===== config.mk =====
export PLATFORM = sky130hd
export DESIGN_NAME = bac_rmw
export DESIGN_NICKNAME = d
export VERILOG_FILES = /design/src/rtl/bac_rmw.sv
export SDC_FILE = /design/constraint.sdc
export NUM_CORES = 1
export LEC_CHECK = 0
export CAP_MARGIN = 30
export CORE_UTILIZATION = 44
export DETAILED_ROUTE_END_ITERATION = 10
export HOLD_SLACK_MARGIN = 0.06
export PLACE_DENSITY = 0.81
export RECOVER_POWER = 25
export SLEW_MARGIN = 20
export SYNTH_ARGS = -nofsm -noshare
export SYNTH_HDL_FRONTEND = slang
export SYNTH_SLANG_ARGS = --single-unit

===== constraint.sdc =====
create_clock -name clk -period 4.2 [get_ports clk]
set_input_delay 0.84 -clock clk [delete_from_list [all_inputs] [get_ports clk]]
set_output_delay 0.84 -clock clk [all_outputs]
set_load 0.05 [all_outputs]

===== src/rtl/bac_rmw.sv =====
// bac_rmw: byte/word memory access controller; byte stores use read-modify-write.
// Optional word-alignment checking is enabled by defining BAC_ALIGN_CHECK_EN.
module bac_rmw (
    input  logic        clk,
    input  logic        reset,
    input  logic        req,
    input  logic        MemWr,
    input  logic        BACOp,
    input  logic [31:0] addr,
    input  logic [31:0] wdata,
    output logic [31:0] rdata,
    output logic        ready,
    output logic        busy,
    output logic        err,
    output logic [31:0] mem_addr,
    output logic        mem_re,
    output logic        mem_we,
    output logic [31:0] mem_wdata,
    input  logic [31:0] mem_rdata,
    input  logic        mem_ack
);
    typedef enum logic [2:0] {IDLE, RD, RMW_RD, RMW_WR, WR, DONE} state_t;

    state_t      state_q, state_d;
    logic        byte_q, byte_d;
    logic [31:0] addr_q, addr_d;
    logic [31:0] wdata_q, wdata_d;
    logic [31:0] rdata_q, rdata_d;
    logic [7:0]  lane;
    logic [31:0] merged;
    logic        misalign;

`ifdef BAC_ALIGN_CHECK_EN
    logic err_q;
    assign misalign = !BACOp && (addr[1:0] != 2'b00);
    always_ff @(posedge clk or posedge reset) begin
        if (reset) err_q <= 1'b0;
        else if (state_q == IDLE && req) err_q <= misalign;
    end
    assign err = err_q && (state_q == DONE);
`else
    assign misalign = 1'b0;
    assign err = 1'b0;
`endif

    // byte lane addr[1:0], little-endian
    always_comb begin
        lane = mem_rdata[{addr_q[1:0], 3'b000} +: 8];
        merged = mem_rdata;
        merged[{addr_q[1:0], 3'b000} +: 8] = wdata_q[7:0];
    end

    always_comb begin
        state_d = state_q;
        byte_d  = byte_q;
        addr_d  = addr_q;
        wdata_d = wdata_q;
        rdata_d = rdata_q;
        case (state_q)
            IDLE: if (req) begin
                byte_d  = BACOp;
                addr_d  = addr;
                wdata_d = wdata;
                state_d = misalign ? DONE : !MemWr ? RD : BACOp ? RMW_RD : WR;
            end
            RD: if (mem_ack) begin
                rdata_d = byte_q ? {{24{lane[7]}}, lane} : mem_rdata;
                state_d = DONE;
            end
            RMW_RD: if (mem_ack) begin
                wdata_d = merged;
                state_d = RMW_WR;
            end
            RMW_WR, WR: if (mem_ack) state_d = DONE;
            DONE: state_d = IDLE;
            default: state_d = IDLE;
        endcase
    end

    always_ff @(posedge clk or posedge reset) begin
        if (reset) begin
            state_q <= IDLE;
            byte_q  <= 1'b0;
            addr_q  <= '0;
            wdata_q <= '0;
            rdata_q <= '0;
        end else begin
            state_q <= state_d;
            byte_q  <= byte_d;
            addr_q  <= addr_d;
            wdata_q <= wdata_d;
            rdata_q <= rdata_d;
        end
    end

    assign rdata     = rdata_q;
    assign ready     = state_q == DONE;
    assign busy      = state_q != IDLE;
    assign mem_addr  = {addr_q[31:2], 2'b00};
    assign mem_re    = state_q == RD || state_q == RMW_RD;
    assign mem_we    = state_q == WR || state_q == RMW_WR;
    assign mem_wdata = wdata_q;
endmodule


==> results by group <==
Status
  • Status: finished, final reports clean

CTS
  • Cts hold-fix bufs: 0
  • CTS tree: built
  • Num CTS Buffers: 9
  • H-tree levels: 3
  • Worst-case clock buffer depth: 2
  • CTS-repair resized insts: 0
  • Skew-Pair Late Insertion Delay: 0.34 ns
  • Clock slew at reported path FFs: 0.07 ns
  • Clock sink total: 100
  • Root buf cell: clkbuf_16
  • # Post-CTS Setup Buffers: 0

Yosys
  • Yosys warnings: 0
  • Most common cell in the netlist: dfrtp_1
  • Number of synthesized register bits: 100
  • Syn avg cell area: 10.1 um2
  • Top cell type's share of synthesized area: 49.5%
  • Post-synth EDFFs: 0
  • Seq/Total Area, Yosys: 49.5%
  • Unique masters post-synth: 39
  • Synth top area cells: dfrtp_1 (50%), mux2_2 (6.7%), a21oi_1 (5.9%)
  • Post-Synthesis Cells: 499
  • Mapped Area: 5050 um2
  • Synth top cells by count: dfrtp_1 (100), a21oi_1 (60), nor2_1 (59)
  • Cell taking the most area after synthesis: dfrtp_1
  • Asr flop ratio synth: 100%
  • Ys flop type: dfrtp_1

Placed design
  • Post-DP Area: 6840 um2
  • Number of port buffers: 199
  • Final HPWL DP: 11,200 um
  • Routability cong.: 0.892

Setup path
  • Critical path type: reg2out
  • CP max-delay cell: clkdlybuf4s50_1
  • CP peak stage delay: 0.82 ns
  • WP data required: 3.36 ns
  • Critical Path Start Type: flop
  • CP cell instances: inv_2 > nand2_1 > o22ai_1 > clkdlybuf4s50_1
  • Cell family with most CP delay: buffers and inverters
  • Worst EP arrival: 2.15 ns
  • Max FO, Critical Path: 12
  • WP buf/inv: 2
  • Crit end category: output pin

Floorplanning
  • Die footprint: 11,900 um2
  • Die Ht: 109 um
  • Die width: 109 um
  • Core Region: 11,000 um2
  • Starting Density: 45.8%
  • Top-Level Pins: 203
  • Row count: 38

Power
  • PwrDens: 956 nW/um2
  • Worst IR Drop VDD: 634 uV
  • Power, Total: 6.84 mW
  • P_leak: 2.87 nW

Timing
  • RSZ-0062 raised after global routing: false
  • Final worst-path cycle share: 71.1%
  • Relative slew slack: 44.0%
  • Post-layout min period: 2.99 ns
  • Peak Freq: 0.335 GHz
  • Setup TNS: 0 ns
  • Final setup violation count: 0
  • Pin slew with the least headroom to its limit: 0.840 ns
  • Hold slack: 0.481 ns
  • Final hold vios: 0
  • Max-slew violation count: 0
  • Final worst clock skew: 0.00744 ns

Layout
  • Layout cells sized above 1: 9.47%
  • Final instance area: 7150 um2
  • Final Core Density: 64.8%
  • Nets: 757
  • Syn-to-layout area delta: 41.5%
  • Antenna Cells: 0

Global route
  • Tot GR Track Use: 24.7%
  • GR Overflow Total: 0
  • Initial antenna violation count: 0
  • Largest net degree at the start of global routing: 70
  • First-pass GRT wire length: 22,200 um
  • Vias in the first global route: 4,260

Detailed routing
  • Vias/cell: 5.60
  • Post-route ant nets: 0
  • Remaining DRCs: 0
  • Final wirelength: 14,700 um
  • Routed via count: 4,452
  • Drt first pass iters: 5
  • Post-DR wirelength/cell: 18.5 um
  • Drt initial violations: 380

Min path
  • Worst hold path type: reg2reg

Flow run
  • Total of max-cap violations: 0
[per-stage QoR]
stage          setup WS [ns]  std cells
4_1_cts                 1.23        794
2_1_floorplan          0.741        501
5_1_grt                 1.14        795
3_3_place_gp            1.25        777
6_report                1.21        795
3_5_place_dp            1.15        778
[cells in the final DEF (no fill, tap or decap), drive strengths merged, types with 2 or more instances in the layout]
cell type,synthesis,routed
a21oi,62,62
a221oi,31,31
a31oi,6,6
buf,57,5
clkbuf,10,12
clkdlybuf4s50,0,195
clkinv,4,6
conb,1,3
dfrtp,100,100
dlygate4sd3,0,4
ha,5,5
inv,6,7
mux2,30,30
nand2,45,45
nand2b,4,4
nand3,7,7
nor2,61,61
nor2b,3,3
nor3b,10,10
nor4b,2,2
o21ai,16,16
o22ai,4,4
o31ai,25,25
[area by class of cell]
type | count | area, um2
multi-input cells | 324 | 2080
inverters | 10 | 40.0
repair buffers | 205 | 2040
well taps | 140 | 175
flip-flops and latches | 100 | 2500
fillers | 882 | 3880
clock inverters | 5 | 60.1
clock buffers | 11 | 243
[cells by family (layout without fill, tap and decap cells)]
family	Yosys count	count (layout)	share of synthesized area, %
compound gates	146	146	18.9
xor+xnor	1	1	0.173
fa+ha+maj	5	5	1.24
buf+inv	77	231	9.36
flops	100	100	49.5
mux	32	32	7.41
other cells	1	3	0.0742
simple gates	137	137	13.4
[metal layers]
metal  part of all wire, %  track usage, %
met3                   8.1            4.24
met5                     0               0
met4                   1.8            7.72
met1                    40            31.7
met2                    50            42.5
[report_power, final]
group | internal [mW] | switching, mW | total, mW | leakage, nW
clock network | 0.481 | 0.362 | 0.843 | 0.146
registers | 1.45 | 0.403 | 1.85 | 1.18
logic | 1.41 | 2.73 | 4.14 | 1.55
[sequential cells by signal, indices dropped and copies added, names as in the netlist]
signal     count
addr_q        32
mem_wdata     32
rdata         32
state_q        3
byte_q         1
[worst paths after layout]
| kind | to | slack, ns | startpoint | depth (start not counted) |
|---|---|---|---|---|
| max reg2reg | mem_wdata[1] | 1.61 | addr_q[1] | 6 |
| max in group asynchronous | rdata[18] | 1.83 | reset | 3 |
| min in group asynchronous | addr_q[7] | 1.15 | reset | 2 |
| min reg2reg | mem_wdata[16] | 0.48 | mem_wdata[16] | 2 |
| min | mem_wdata[16] | 0.48 | mem_wdata[16] | 2 |
| max | mem_we | 1.21 | state_q[1] | 4 |
[worst min-delay path: stages (launching register included)]
cell     delay (ns)
dfrtp_1        0.34
nand2_1        0.05
o31ai_1        0.05
Power figures use the tool's default switching activity.
